File: config.mk
export PLATFORM = sky130hd
export DESIGN_NAME = instr_fetch_unit_flat
export DESIGN_NICKNAME = d
export VERILOG_FILES = /design/src/rtl/instr_fetch_unit_pkg.sv /design/src/rtl/instr_fetch_unit_if.sv /design/src/rtl/instr_fetch_unit_chk.sv /design/src/rtl/instr_fetch_unit_sync_fifo.sv /design/src/rtl/instr_fetch_unit.sv /design/src/flat_wrapper.sv
export SDC_FILE = /design/constraint.sdc
export NUM_CORES = 1
export LEC_CHECK = 0
export CELL_PAD_IN_SITES_DETAIL_PLACEMENT = 1
export CELL_PAD_IN_SITES_GLOBAL_PLACEMENT = 1
export CORE_ASPECT_RATIO = 0.6
export CORE_MARGIN = 2
export CORE_UTILIZATION = 43
export CTS_CLUSTER_SIZE = 10
export DETAILED_ROUTE_END_ITERATION = 8
export PLACE_DENSITY = 0.78
export SYNTH_ARGS = -nofsm -noshare
export SYNTH_HDL_FRONTEND = slang
export SYNTH_HIERARCHICAL = 1
export SYNTH_SLANG_ARGS = --single-unit
File: constraint.sdc
create_clock -name clk -period 7 [get_ports clk]
set_input_delay 0.7 -clock clk [delete_from_list [all_inputs] [get_ports clk]]
set_output_delay 0.7 -clock clk [all_outputs]
set_load 0.01 [all_outputs]
File: src/rtl/instr_fetch_unit_pkg.sv
// Shared types and constants for the instruction fetch unit.
package instr_fetch_unit_pkg;

    typedef enum logic [1:0] {
        BOOT  = 2'd0,
        RUN   = 2'd1,
        DRAIN = 2'd2
    } ifu_state_e;

    typedef struct packed {
        logic [31:0] pc;
        logic [31:0] instr;
    } fetch_entry_t;

    localparam logic [31:0] INSTR_BYTES = 32'd4;
    localparam logic [31:0] NOP_INSTR   = 32'h0000_0013;

    // Instructions are word aligned; the low address bits carry no meaning.
    function automatic logic [31:0] align_pc(input logic [31:0] pc);
        return {pc[31:2], 2'b00};
    endfunction

endpackage

File: src/rtl/instr_fetch_unit_if.sv
// Bus bundle between the fetch unit, instruction memory, branch logic and decoder.
// master = fetch unit side, slave = environment (memory/decoder/branch unit).
interface instr_fetch_unit_if;
    logic        imem_req_valid;
    logic        imem_req_ready;
    logic [31:0] imem_req_addr;
    logic        imem_rsp_valid;
    logic [31:0] imem_rsp_data;
    logic        redirect_valid;
    logic [31:0] redirect_pc;
    logic        instr_valid;
    logic        instr_ready;
    logic [31:0] instr_data;
    logic [31:0] instr_pc;

    modport master (
        output imem_req_valid, imem_req_addr, instr_valid, instr_data, instr_pc,
        input  imem_req_ready, imem_rsp_valid, imem_rsp_data, redirect_valid, redirect_pc,
               instr_ready
    );

    modport slave (
        input  imem_req_valid, imem_req_addr, instr_valid, instr_data, instr_pc,
        output imem_req_ready, imem_rsp_valid, imem_rsp_data, redirect_valid, redirect_pc,
               instr_ready
    );
endinterface

File: src/rtl/instr_fetch_unit_chk.sv
// Simulation-time protocol checks for the fetch unit (memory responses and queue credit).
module instr_fetch_unit_chk #(
    parameter int CW = 3
) (
    input logic          clk,
    input logic          rst_n,
    input logic          rsp_valid,
    input logic [CW-1:0] outstanding,
    input logic          push,
    input logic          full
);
    // A response with nothing outstanding is a memory protocol error; pushes never hit a full queue.
    always_ff @(posedge clk) begin
        if (rst_n) begin
            assert (!(rsp_valid && (outstanding == '0)))
                else $error("instr_fetch_unit: response with no outstanding request");
            assert (!(push && full))
                else $error("instr_fetch_unit: prefetch queue overflow");
        end
    end
endmodule

File: src/rtl/instr_fetch_unit_sync_fifo.sv
// Synchronous FIFO with flush; DEPTH must be a power of two so pointers wrap naturally.
module sync_fifo #(
    parameter int WIDTH = 64,
    parameter int DEPTH = 4
) (
    input  logic                     clk,
    input  logic                     rst_n,
    input  logic                     push,
    input  logic                     pop,
    input  logic                     flush,
    input  logic [WIDTH-1:0]         din,
    output logic [WIDTH-1:0]         dout,
    output logic                     full,
    output logic                     empty,
    output logic [$clog2(DEPTH):0]   count
);
    localparam int AW = $clog2(DEPTH);
    localparam logic [AW:0] FULL_COUNT = (AW+1)'(DEPTH);

    logic [WIDTH-1:0] mem_r [DEPTH];
    logic [AW-1:0]    rd_ptr_r;
    logic [AW-1:0]    wr_ptr_r;
    logic [AW:0]      count_r;
    logic             do_push_s;
    logic             do_pop_s;

    // Qualify requests: pop only when data exists, push only when space exists (or freed now).
    always_comb begin
        do_pop_s  = pop && (count_r != '0);
        do_push_s = push && ((count_r != FULL_COUNT) || do_pop_s);
    end

    // Pointer and occupancy tracking; flush discards everything at once.
    always_ff @(posedge clk or negedge rst_n) begin
        if (!rst_n) begin
            rd_ptr_r <= '0;
            wr_ptr_r <= '0;
            count_r  <= '0;
        end else if (flush) begin
            rd_ptr_r <= '0;
            wr_ptr_r <= '0;
            count_r  <= '0;
        end else begin
            if (do_push_s) wr_ptr_r <= wr_ptr_r + 1'b1;
            if (do_pop_s)  rd_ptr_r <= rd_ptr_r + 1'b1;
            if (do_push_s && !do_pop_s)      count_r <= count_r + 1'b1;
            else if (!do_push_s && do_pop_s) count_r <= count_r - 1'b1;
            else                             count_r <= count_r;
        end
    end

    // Storage array; contents need no reset because occupancy gates every read.
    always_ff @(posedge clk) begin
        if (do_push_s && !flush) mem_r[wr_ptr_r] <= din;
    end

    assign dout  = mem_r[rd_ptr_r];
    assign empty = (count_r == '0);
    assign full  = (count_r == FULL_COUNT);
    assign count = count_r;
endmodule

File: src/rtl/instr_fetch_unit.sv
// Instruction fetch unit: sequential PC generation, credit-limited memory fetches,
// prefetch queue toward the decoder, redirect with flush and in-flight discard.
// Optional feature macro: IFU_PERF_CNT_EN adds perf_fetched/perf_stall counters.
module instr_fetch_unit
    import instr_fetch_unit_pkg::*;
#(
    parameter logic [31:0] RESET_PC    = 32'h0000_0000,
    parameter int          QUEUE_DEPTH = 4
) (
    input  logic                 clk,
    input  logic                 rst_n,
    instr_fetch_unit_if.master   bus
`ifdef IFU_PERF_CNT_EN
    ,
    output logic [31:0]          perf_fetched,
    output logic [31:0]          perf_stall
`endif
);
    localparam int          CW      = $clog2(QUEUE_DEPTH) + 1;
    localparam logic [CW:0] CREDITS = (CW+1)'(QUEUE_DEPTH);

    ifu_state_e    state_r, state_s;
    logic [31:0]   fetch_pc_r, fetch_pc_s;
    logic [31:0]   rsp_pc_r, rsp_pc_s;
    logic [CW-1:0] outstanding_r, outstanding_s;
    logic [CW-1:0] discard_r, discard_s;
    logic [CW-1:0] q_count_s;
    logic [CW:0]   inflight_s;
    logic          req_valid_s, req_fire_s;
    logic          rsp_ok_s, rsp_drop_s;
    logic          push_s, pop_s, flush_s;
    logic          q_empty_s, q_full_s;
    fetch_entry_t  push_entry_s, head_s;

    // Next-state, request credit, response accounting and redirect handling.
    always_comb begin
        state_s       = state_r;
        fetch_pc_s    = fetch_pc_r;
        rsp_pc_s      = rsp_pc_r;
        outstanding_s = outstanding_r;
        discard_s     = discard_r;
        flush_s       = 1'b0;
        inflight_s    = {1'b0, outstanding_r} + {1'b0, q_count_s};
        rsp_ok_s      = bus.imem_rsp_valid && (outstanding_r != '0);
        // A response landing with a redirect belongs to the old stream.
        rsp_drop_s    = rsp_ok_s && (bus.redirect_valid || (state_r == DRAIN));
        push_s        = rsp_ok_s && !rsp_drop_s;
        push_entry_s  = '{pc: rsp_pc_r, instr: bus.imem_rsp_data};

        if ((state_r == RUN) && !bus.redirect_valid && (inflight_s < CREDITS)) req_valid_s = 1'b1;
        else                                                                     req_valid_s = 1'b0;
        req_fire_s = req_valid_s && bus.imem_req_ready;

        if (req_fire_s) fetch_pc_s = fetch_pc_r + INSTR_BYTES;
        else            fetch_pc_s = fetch_pc_r;
        if (push_s)     rsp_pc_s = rsp_pc_r + INSTR_BYTES;
        else            rsp_pc_s = rsp_pc_r;

        case ({req_fire_s, rsp_ok_s})
            2'b10:   outstanding_s = outstanding_r + 1'b1;
            2'b01:   outstanding_s = outstanding_r - 1'b1;
            default: outstanding_s = outstanding_r;
        endcase

        case (state_r)
            BOOT:    state_s = RUN;
            RUN:     state_s = RUN;
            DRAIN: begin
                if (rsp_drop_s && (discard_r != '0)) discard_s = discard_r - 1'b1;
                else                                  discard_s = discard_r;
                if (discard_s == '0) state_s = RUN;
                else                 state_s = DRAIN;
            end
            default: state_s = BOOT;
        endcase

        // Every accepted request still in flight now belongs to the abandoned stream.
        if (bus.redirect_valid) begin
            flush_s    = 1'b1;
            fetch_pc_s = align_pc(bus.redirect_pc);
            rsp_pc_s   = align_pc(bus.redirect_pc);
            discard_s  = outstanding_s;
            if ((state_r == DRAIN) || (outstanding_s != '0)) state_s = DRAIN;
            else                                              state_s = RUN;
        end else begin
            flush_s = 1'b0;
        end
    end

    // Control state registers.
    always_ff @(posedge clk or negedge rst_n) begin
        if (!rst_n) begin
            state_r       <= BOOT;
            fetch_pc_r    <= RESET_PC;
            rsp_pc_r      <= RESET_PC;
            outstanding_r <= '0;
            discard_r     <= '0;
        end else begin
            state_r       <= state_s;
            fetch_pc_r    <= fetch_pc_s;
            rsp_pc_r      <= rsp_pc_s;
            outstanding_r <= outstanding_s;
            discard_r     <= discard_s;
        end
    end

    assign pop_s = bus.instr_ready && !q_empty_s;

    sync_fifo #(
        .WIDTH ($bits(fetch_entry_t)),
        .DEPTH (QUEUE_DEPTH)
    ) u_queue (
        .clk   (clk),
        .rst_n (rst_n),
        .push  (push_s),
        .pop   (pop_s),
        .flush (flush_s),
        .din   (push_entry_s),
        .dout  (head_s),
        .full  (q_full_s),
        .empty (q_empty_s),
        .count (q_count_s)
    );

    instr_fetch_unit_chk #(.CW(CW)) u_chk (
        .clk         (clk),
        .rst_n       (rst_n),
        .rsp_valid   (bus.imem_rsp_valid),
        .outstanding (outstanding_r),
        .push        (push_s),
        .full        (q_full_s)
    );

    assign bus.imem_req_valid = req_valid_s;
    assign bus.imem_req_addr  = fetch_pc_r;
    assign bus.instr_valid    = !q_empty_s;
    assign bus.instr_data     = q_empty_s ? NOP_INSTR : head_s.instr;
    assign bus.instr_pc       = q_empty_s ? 32'h0000_0000 : head_s.pc;

`ifdef IFU_PERF_CNT_EN
    logic [31:0] perf_fetched_r;
    logic [31:0] perf_stall_r;

    // Delivered-instruction and decoder-starvation counters; survive redirects.
    always_ff @(posedge clk or negedge rst_n) begin
        if (!rst_n) begin
            perf_fetched_r <= 32'd0;
            perf_stall_r   <= 32'd0;
        end else begin
            if (pop_s)                         perf_fetched_r <= perf_fetched_r + 32'd1;
            if (bus.instr_ready && q_empty_s)  perf_stall_r   <= perf_stall_r + 32'd1;
        end
    end

    assign perf_fetched = perf_fetched_r;
    assign perf_stall   = perf_stall_r;
`endif
endmodule

File: src/flat_wrapper.sv
// flat-port wrapper written by rule: the top's interface ports become plain ports
module instr_fetch_unit_flat import instr_fetch_unit_pkg::*;
#(
    parameter logic [31:0] RESET_PC    = 32'h0000_0000,
    parameter int          QUEUE_DEPTH = 4
)
  (clk, rst_n, bus_imem_req_valid, bus_imem_req_addr, bus_instr_valid, bus_instr_data, bus_instr_pc, bus_imem_req_ready, bus_imem_rsp_valid, bus_imem_rsp_data, bus_redirect_valid, bus_redirect_pc, bus_instr_ready);
  instr_fetch_unit_if bus_i ();
  input  logic clk;
  input  logic rst_n;
  output wire logic [$bits(bus_i.imem_req_valid)-1:0] bus_imem_req_valid;
  output wire logic [$bits(bus_i.imem_req_addr)-1:0] bus_imem_req_addr;
  output wire logic [$bits(bus_i.instr_valid)-1:0] bus_instr_valid;
  output wire logic [$bits(bus_i.instr_data)-1:0] bus_instr_data;
  output wire logic [$bits(bus_i.instr_pc)-1:0] bus_instr_pc;
  input wire logic [$bits(bus_i.imem_req_ready)-1:0] bus_imem_req_ready;
  input wire logic [$bits(bus_i.imem_rsp_valid)-1:0] bus_imem_rsp_valid;
  input wire logic [$bits(bus_i.imem_rsp_data)-1:0] bus_imem_rsp_data;
  input wire logic [$bits(bus_i.redirect_valid)-1:0] bus_redirect_valid;
  input wire logic [$bits(bus_i.redirect_pc)-1:0] bus_redirect_pc;
  input wire logic [$bits(bus_i.instr_ready)-1:0] bus_instr_ready;
  assign bus_imem_req_valid = bus_i.imem_req_valid;
  assign bus_imem_req_addr = bus_i.imem_req_addr;
  assign bus_instr_valid = bus_i.instr_valid;
  assign bus_instr_data = bus_i.instr_data;
  assign bus_instr_pc = bus_i.instr_pc;
  assign bus_i.imem_req_ready = bus_imem_req_ready;
  assign bus_i.imem_rsp_valid = bus_imem_rsp_valid;
  assign bus_i.imem_rsp_data = bus_imem_rsp_data;
  assign bus_i.redirect_valid = bus_redirect_valid;
  assign bus_i.redirect_pc = bus_redirect_pc;
  assign bus_i.instr_ready = bus_instr_ready;
  instr_fetch_unit #(.RESET_PC(RESET_PC), .QUEUE_DEPTH(QUEUE_DEPTH)) u_core (.clk(clk), .rst_n(rst_n), .bus(bus_i));
endmodule
## After elaboration in Yosys (flattened, before gate mapping)

Memory sizes are Yosys's and may differ from the RTL's.
Cells that the tools add are included.

| operators by class | value |
|---|---|
| $add $sub $neg | 10 |
| $lt $le $gt $ge | 1 |
| mux-type cells | 26 |
| bitwise operators | 0 |
| reduce and logical (&&, ||, !) cells | 36 |
| multipliers | 0 |
| equality and inequality tests | 5 |
| divide/modulo/power cells | 0 |
| shift-type cells | 0 |

Operators by type and width:

| operator | count |
|---|---|
| two-way mux 32 bit | 6 |
| adder 32 x 3 -> 32 bit, second input constant | 2 |
| two-way mux 3 bit | 7 |
| nonzero test 3 bit | 5 |
| two-way mux 2 bit | 7 |
| logical AND 1 bit | 13 |
| nonzero test 2 bit | 5 |
| subtractor 3 x 1 -> 3 bit, second input constant | 3 |
| adder 3 x 1 -> 3 bit, second input constant | 2 |
| logical NOT 1 bit | 6 |
| logical NOT 3 bit | 2 |
| one-hot mux 3 bit (2 select lines) | 1 |
| adder 2 x 1 -> 2 bit, second input constant | 2 |
| adder 3 x 3 -> 4 bit | 1 |
| equality test 2 x 1 -> 1 bit, second input constant | 2 |
| equality test 2 bit, second input constant | 2 |
| less-than comparator 4 x 3 -> 1 bit, second input constant | 1 |
| two-way mux 1 bit | 4 |
| one-hot mux 2 bit (2 select lines) | 1 |
| logical OR 1 bit | 3 |
| != test 3 bit, second input constant | 1 |
| logical NOT 2 bit | 1 |
| OR reduction 2 bit | 1 |

| word-level totals | value |
|---|---|
| bits in read-only memories | 0 |
| logic and storage cells | 87 |
| flip-flop bits (word level) | 79 |
| memories kept | 1 |
| output and inout bits | 98 |
| latch bits | 0 |
| memory bits (writable) | 256 |

Memories:

| memory | depth | bits a word | read ports | clocked after memory_dff | write ports | RTL line | text |
|---|---|---|---|---|---|---|---|
| u_core.u_queue.mem_r | 4 | 64 | 1 | 0 | 1 | instr_fetch_unit_sync_fifo.sv:20 | `logic [WIDTH-1:0] mem_r [DEPTH];` |

## Logic depth before layout (Yosys ltp)

Gate-level depths: netlist (run 1).

| logic depth | value |
|---|---|
| depth after elaboration | 11 |
| depth in mapped cells | 14 |
| gate-level depth less buffers | 12 |

## Hierarchy

The synthesis (run 1) kept the hierarchy.

Modules (own cells, without submodules):

| module | cells each | area an instance (um2) | instances |
|---|---|---|---|
| sync_fifo | 397 | 9789.4 | 1 |
| instr_fetch_unit | 518 | 4488.1 | 1 |

## Worst setup path before layout (run 1)

No wires, ideal clock.

| timing path | value |
|---|---|
| path type | input to register |
| from | in bus_redirect_valid |
| to | mem u_core.u_queue.mem_r[0][0] (enable) |
| required time | 6422 ps |
| setup slack | 130 ps |
| buffers on the path | 2 |
| stages | 5 |
| arrival | 6292 ps |
| setup time | 578 ps |
| cell sequence | clkbuf_1 nor3_1 buf_2 o21ai_0 nor3b_1 |

| on the way | value |
|---|---|
| word-level cells in the longest chain between the ends | 8 |

RTL lines:

| what | RTL line | text |
|---|---|---|
| start, declared | flat_wrapper.sv:19 | `input wire logic [$bits(bus_i.redirect_valid)-1:0] bus_redirect_valid;` |
| logical OR 1 bit | instr_fetch_unit.sv:46 | `rsp_drop_s = rsp_ok_s && (bus.redirect_valid \|\| (state_r == DRAIN));` |
| logical AND 1 bit | instr_fetch_unit.sv:46 |  |
| logical NOT 1 bit | instr_fetch_unit.sv:47 | `push_s = rsp_ok_s && !rsp_drop_s;` |
| logical AND 1 bit | instr_fetch_unit.sv:47 |  |
| via u_core.push_s | instr_fetch_unit.sv:31 | `logic push_s, pop_s, flush_s;` |
| logical AND 1 bit | instr_fetch_unit_sync_fifo.sv:30 | `do_push_s = push && ((count_r != FULL_COUNT) \|\| do_pop_s);` |
| logical AND 1 bit | instr_fetch_unit_sync_fifo.sv:54 | `if (do_push_s && !flush) mem_r[wr_ptr_r] <= din;` |
| two-way mux 1 bit | instr_fetch_unit_sync_fifo.sv:54 |  |
| two-way mux 1 bit (implied by the code) | instr_fetch_unit_sync_fifo.sv:54 |  |
| end, declared | instr_fetch_unit_sync_fifo.sv:20 |  |

The timed path passes the listed nets, and every way through them passes these cells.

==> results.json, run 1 <==
{
  "ff2ff_setup_slack_ns": 3.31,
  "die_h_um": 145,
  "numPortBuffers": 163,
  "p_leak_nw": 5.83,
  "status": "completed",
  "final_nets": 1178,
  "pre_cts_slack_ns": 3.01,
  "num_antenna_cells": 0,
  "setup_viol": 0,
  "clkLatencyLatePin_ns": 0.54,
  "dr.pass1.iters": 5,
  "viasPerCell": 5.59,
  "worstReg2RegStart": "u_core/u_queue/count[2]$_DFFE_PN0P_",
  "hpwl_mm": 21.4,
  "fin_crit_sh_pct": 58.5,
  "die_x_um": 239,
  "nFillCells": 3117,
  "initialDrtViolationCount": 489,
  "vias": 8574,
  "fmax_mhz": 244,
  "antenna_found_initial": 0,
  "grt_start_max_net_pins": 72,
  "reg2reg_to": "u_core/state_r[0]$_DFF_PN0_",
  "peakVddDrop_v": 0.000172,
  "netlist_area_mm2": 0.0143,
  "slew_headroom_pct": 30.2,
  "hold_class": "in -> async",
  "power.density_mw_per_mm2": 300,
  "cts_tree": "built",
  "fin_ws_ns": 2.91,
  "place_inst": 1477,
  "hold_ws_ns": 0.504,
  "io_pins": 168,
  "final-seq-area_mm2": 0.00957,
  "cts.sinks": 331,
  "end_kind": "output port",
  "drv_slew": 0,
  "maxCapViolCount": 0,
  "fin_area_mm2": 0.0174,
  "cp.required_ns": 6.30,
  "core_area_mm2": 0.0325,
  "numCtsBuffers": 39,
  "use_met1_pct": 30.4,
  "drc": 0,
  "cp_data_arrival_time_ns": 3.39,
  "grt_setup_unrepaired": "false",
  "die_area_mm2": 0.0347,
  "clkPwrFrac_pct": 34.0,
  "worstRegToRegCells": 13,
  "detail-route-antenna-nets": 0,
  "path_clk_slew_ns": 0.06,
  "worst_pin_slew_ns": 1.05,
  "p_switching_w": 0.00144,
  "cp_max_fo": 46,
  "busiest_layer": "met2",
  "path_class": "reg -> out",
  "grt_pass1_wl_mm": 54.9,
  "start_kind": "register",
  "syn_to_final_growth_pct": 22.2,
  "yosys_warnings": 6,
  "grt_pass1_vias": 9312,
  "h-tree-depth": 2,
  "final_hold_viol_count": 0,
  "clock-root-buffer": "clkbuf_16",
  "grtUsageMet3_pct": 3.58,
  "fin_crit_ns": 4.09,
  "num_rows": 51,
  "swShare_pct": 27.5,
  "use_met2_pct": 31.3,
  "stdcell_count": 1535,
  "p_int_w": 0.00379,
  "gp_congestion": 0.828,
  "netlist_instances": 914,
  "drive_gt1_share_pct": 14.4,
  "skew_ns": 0.0199,
  "clk_path_buf_depth": 3,
  "p_seq_share_pct": 45.7,
  "grt-ovfl-total": 0,
  "dpl_cell_area_mm2": 0.0164,
  "syn_area_per_cell_um2": 15.6,
  "multiInputGateArea_mm2": 0.00447,
  "start_util_pct": 43.9,
  "track_usage_pct": 20.4,
  "wl_per_cell_um": 22.3,
  "routed_wirelength_mm": 34.3,
  "p_comb_share_pct": 20.3,
  "tns_ns": 0
}
==> cells in the final DEF, fill, tap and decap left out, types with 3 or more instances in the layout <==
cell type and count:
o311ai_1 4, conb_1 10, mux4_2 64, clkdlybuf4s50_1 161, nor4_1 4, nor2b_1 66, dfrtp_1 73, mux2i_1 9
inv_1 17, a21boi_1 4, clkbuf_1 13, xor2_1 21, edfxtp_1 256, and2_1 4, nor3b_2 4, or2_2 3
xnor2_1 13, a21oi_1 9, nand2_1 60, nor2_1 37, mux2_2 8, nand3_1 40, inv_6 3, o21ai_0 7
or3_1 6, nor3_1 6, nand4_1 25, nand2b_1 7, o21ai_1 31, buf_4 14, a31oi_1 5, o211ai_1 13
clkbuf_16 39, and3_1 9, ha_1 11, and4_1 5
==> per-stage QoR <==
stage / utilization, % / power [W]
after global routing: 53.6 / 0.00548
final: 53.6 / 0.00523
after detailed placement: 50.3 / 0.00350
after CTS: 53.6 / 0.00530
after global placement: 50.3 / 0.00347
after floorplan: - / 0.00295
==> power groups by stage <==
stage,registers [W],logic [W],clock network (W)
finish,0.00239,0.00106,0.00178
global route,0.00241,0.00116,0.00190
CTS,0.00239,0.00108,0.00183
detailed placement,0.00243,0.00107,0
global placement,0.00242,0.00105,0
floorplan,0.00239,0.000561,0
==> final cells by class <==
type / instances / share of cell area (%)
Sequential cell: 331 / 54.8
Multi-Input combinational cell: 527 / 25.6
Timing Repair Buffer: 177 / 9.93
Clock buffer: 53 / 5.95
Tap cell: 424 / 3.04
Inverter: 19 / 0.409
Clock inverter: 4 / 0.201
==> flip-flops by register name (all words and copies together), names as in the netlist <==
signal / count
u_core/u_queue/wr_ptr_r: 2
u_core/u_queue/count: 3
u_core/outstanding_r: 3
u_core/bus.imem_req_addr: 30
u_core/discard_r: 3
u_core/u_queue/rd_ptr_r: 2
u_core/u_queue/mem_r: 256
u_core/state_r: 2
u_core/rsp_pc_r: 30
==> what timing repair did <==
item | CTS | global route
setup buffers | 0 | 0
gates resized for setup | 0 | 0
endpoints found under the hold margin | 4 | 0
hold buffers | 1 | 0
==> worst max-delay path by stage <==
stage / startpoint / to / slack, ns / depth (start not counted)
after global placement: bus_redirect_valid / u_core/state_r[0]$_DFF_PN0_ / 3.10 / 13
after global routing: u_core/u_queue/rd_ptr_r[0]$_DFFE_PN0P_ / bus_instr_data[14] / 2.60 / 4
after detailed placement: bus_redirect_valid / u_core/state_r[0]$_DFF_PN0_ / 3.01 / 13
after floorplan: bus_redirect_valid / u_core/u_queue/mem_r[0][0]$_DFFE_PP_ / 0.13 / 5
after CTS: u_core/u_queue/rd_ptr_r[0]$_DFFE_PN0P_ / bus_instr_pc[4] / 2.76 / 4
final: u_core/u_queue/rd_ptr_r[0]$_DFFE_PN0P_ / bus_instr_pc[4] / 2.91 / 4
==> critical path, stage by stage, from the launching register on <==
cell and delay [ns]:
dfrtp_4 1.03, buf_4 0.54, mux4_2 0.55, nor2b_1 0.17
clkdlybuf4s50_1 0.53
==> metal layers <==
layer	wire length (um)	vias to the layer above
met3	1680	43
met5	0	-
met1	16300	4459
met2	15800	219
met4	508	0
li1	-	3853
(Power assumes the default switching activity.)
==> inputs of run 2 (changes only) <==
--- a/config.mk
+++ b/config.mk
@@ -9,10 +9,10 @@
 export CELL_PAD_IN_SITES_GLOBAL_PLACEMENT = 1
 export CORE_ASPECT_RATIO = 0.6
 export CORE_MARGIN = 2
-export CORE_UTILIZATION = 43
+export CORE_UTILIZATION = 47
 export CTS_CLUSTER_SIZE = 10
 export DETAILED_ROUTE_END_ITERATION = 8
-export PLACE_DENSITY = 0.78
+export PLACE_DENSITY = 0.81
 export SYNTH_ARGS = -nofsm -noshare
 export SYNTH_HDL_FRONTEND = slang
 export SYNTH_HIERARCHICAL = 1
==> constraint.sdc (replaced) <==
create_clock -name clk -period 4.06 [get_ports clk]
set_input_delay 0.406 -clock clk [delete_from_list [all_inputs] [get_ports clk]]
set_output_delay 0.406 -clock clk [all_outputs]
set_load 0.01 [all_outputs]
==> run 2 against run 1 <==
  * Count of clock-buffer cells in the layout is 2 lower
  * Critical path type unchanged
  * Flip-flop and latch count stayed put
  * Worst setup slack worse by 2.1 ns
  * Combinational power is 79% higher
  * First-iteration DRC count is 24% higher
  * Cell area is 1.1% higher
  * Core utilization is 5.4 points higher
  * Cell count is 0.46% lower
  * Wire length is 4.5% higher
  * Largest power group unchanged
  * Clock skew is 0.00097 ns higher
==> results.json, run 2 (synthesized netlist as in run 1, its figures left out) <==
{
  "status": "completed",
  "setup_viol": 0,
  "grt_start_max_net_pins": 66,
  "skew_ns": 0.0209,
  "post-cts-setup-buffer-count": 0,
  "grt_pass1_wl_mm": 56.5,
  "core_area_mm2": 0.0299,
  "fin_ws_ns": 0.801,
  "die_x_um": 229,
  "hold_class": "in -> reg",
  "worst_pin_slew_ns": 1.30,
  "clkPwrFrac_pct": 33.7,
  "p_switching_w": 0.00250,
  "path_class": "reg -> out",
  "drive_gt1_share_pct": 15.3,
  "final_common_cell": "edfxtp_1",
  "io_pins": 168,
  "end_kind": "output port",
  "num_rows": 49,
  "fmax_mhz": 307,
  "clkLatencyLatePin_ns": 0.53,
  "cp_max_fo": 20,
  "fin_area_mm2": 0.0176,
  "start_util_pct": 47.7,
  "numPortBuffers": 163,
  "antenna_found_initial": 0,
  "dr.pass1.iters": 5,
  "start_kind": "register",
  "grt_setup_unrepaired": "false",
  "final_nets": 1190,
  "hold_ws_ns": 0.392,
  "numCtsBuffers": 39,
  "maxCapViolCount": 0,
  "wl_per_cell_um": 23.4,
  "clk_path_buf_depth": 3,
  "largest_reg_flops": 256,
  "cp.required_ns": 3.65,
  "p_seq_share_pct": 45.4,
  "h-tree-depth": 2,
  "p_int_w": 0.00657,
  "grt-ovfl-total": 0,
  "track_usage_pct": 22.9,
  "clock-root-buffer": "clkbuf_16",
  "initialDrtViolationCount": 607,
  "syn_to_final_growth_pct": 23.6,
  "cp_data_arrival_time_ns": 2.85,
  "num_antenna_cells": 0,
  "power.density_mw_per_mm2": 514,
  "die_area_mm2": 0.0318,
  "drv_slew": 0,
  "dpl_cell_area_mm2": 0.0166,
  "gp_congestion": 0.800,
  "pre_cts_slack_ns": 0.647,
  "p_leak_nw": 5.94,
  "cts_resized": 0,
  "die_h_um": 139,
  "cts.sinks": 331,
  "path_clk_slew_ns": 0.05,
  "final_hold_viol_count": 0,
  "hpwl_mm": 23.3,
  "p_comb_share_pct": 20.9,
  "grt_pass1_vias": 9407,
  "fin_crit_ns": 3.26,
  "largest-register": "u_core/u_queue/mem_r",
  "final_cell_mix": "edfxtp_1 (256), clkdlybuf4s50_1 (161), dfrtp_1 (73)",
  "viasPerCell": 5.71,
  "routed_wirelength_mm": 35.8,
  "vias": 8728,
  "fin_crit_sh_pct": 80.3,
  "cts_tree": "built",
  "detail-route-antenna-nets": 0,
  "slew_headroom_pct": 12.1,
  "peakVddDrop_v": 0.000343,
  "drc": 0,
  "swShare_pct": 27.6
}
run 2: cell types whose count changed in the layout (fill, tap and decap cells not counted):
cell,delta
clkbuf_1,-2
clkinv_8,+1
clkbuf_16,+1
nor3b_4,+4
buf_4,+4
clkbuf_8,-1
nor3b_2,-4
inv_6,-1
clkinv_4,-1
buf_12,+8
run 2: worst paths after layout:
kind / from / to / slack (ns) / cells after the start
setup / recovery: u_core/u_queue/rd_ptr_r[0]$_DFFE_PN0P_ / bus_instr_data[5] / 0.80 / 4
hold / removal: bus_redirect_valid / u_core/bus.imem_req_addr[10]$_DFFE_PN0N_ / 0.39 / 3
setup reg to reg: u_core/u_queue/count[2]$_DFFE_PN0P_ / u_core/state_r[0]$_DFF_PN0_ / 1.06 / 12
hold reg to reg: u_core/bus.imem_req_addr[19]$_DFFE_PN0N_ / u_core/bus.imem_req_addr[19]$_DFFE_PN0N_ / 0.54 / 1
max in group asynchronous: rst_n / u_core/rsp_pc_r[8]$_DFFE_PN0N_ / 2.65 / 3
min in group asynchronous: rst_n / u_core/bus.imem_req_addr[3]$_DFFE_PN0N_ / 0.41 / 2
run 2: timing repair:
| action | CTS | global route |
|---|---|---|
| endpoints found under the hold margin | 34 | 0 |
| hold buffers | 1 | 0 |
| setup endpoints to repair | 0 | 0 |
run 2: final cells by class:
class	instances	area, um^2
fillers	2801	12300
flip-flops and latches	331	9570
multi-input cells	527	4500
repair buffers	189	1920
clock buffers	51	1040
well taps	408	510
inverters	19	71.3
clock inverters	3	33.8
run 2: layer usage:
metal	global-route usage, %	routed length (um)	vias to the layer above
li1	-	-	3884
met1	33.5	16300	4559
met2	36.8	17300	239
met3	4.19	1820	46
met4	4.20	426	0
met5	0	0	-
run 2: power by group through the flow:
stage | logic, W | clock network, W | registers, W
after global placement | 0.00184 | 0 | 0.00416
after global routing | 0.00205 | 0.00327 | 0.00415
after detailed placement | 0.00189 | 0 | 0.00418
final | 0.00190 | 0.00306 | 0.00412
after floorplan | 0.000971 | 0 | 0.00411
after CTS | 0.00192 | 0.00314 | 0.00412
run 2: through the flow:
stage | cells | TNS [ns] | total power, W | utilization (%)
after floorplan | 923 | -87.14 | 0.00508 | -
after global placement | 1473 | 0 | 0.00600 | 55.3
after detailed placement | 1473 | 0 | 0.00607 | 55.3
after CTS | 1528 | 0 | 0.00918 | 59.0
after global routing | 1528 | 0 | 0.00947 | 59.0
final | 1528 | 0 | 0.00907 | 59.0
run 2: critical path, stage by stage, from the launching register on:
cell and delay (ns):
dfrtp_4 0.69, buf_4 0.38, mux4_2 0.55, nor2b_1 0.15
clkdlybuf4s50_1 0.54
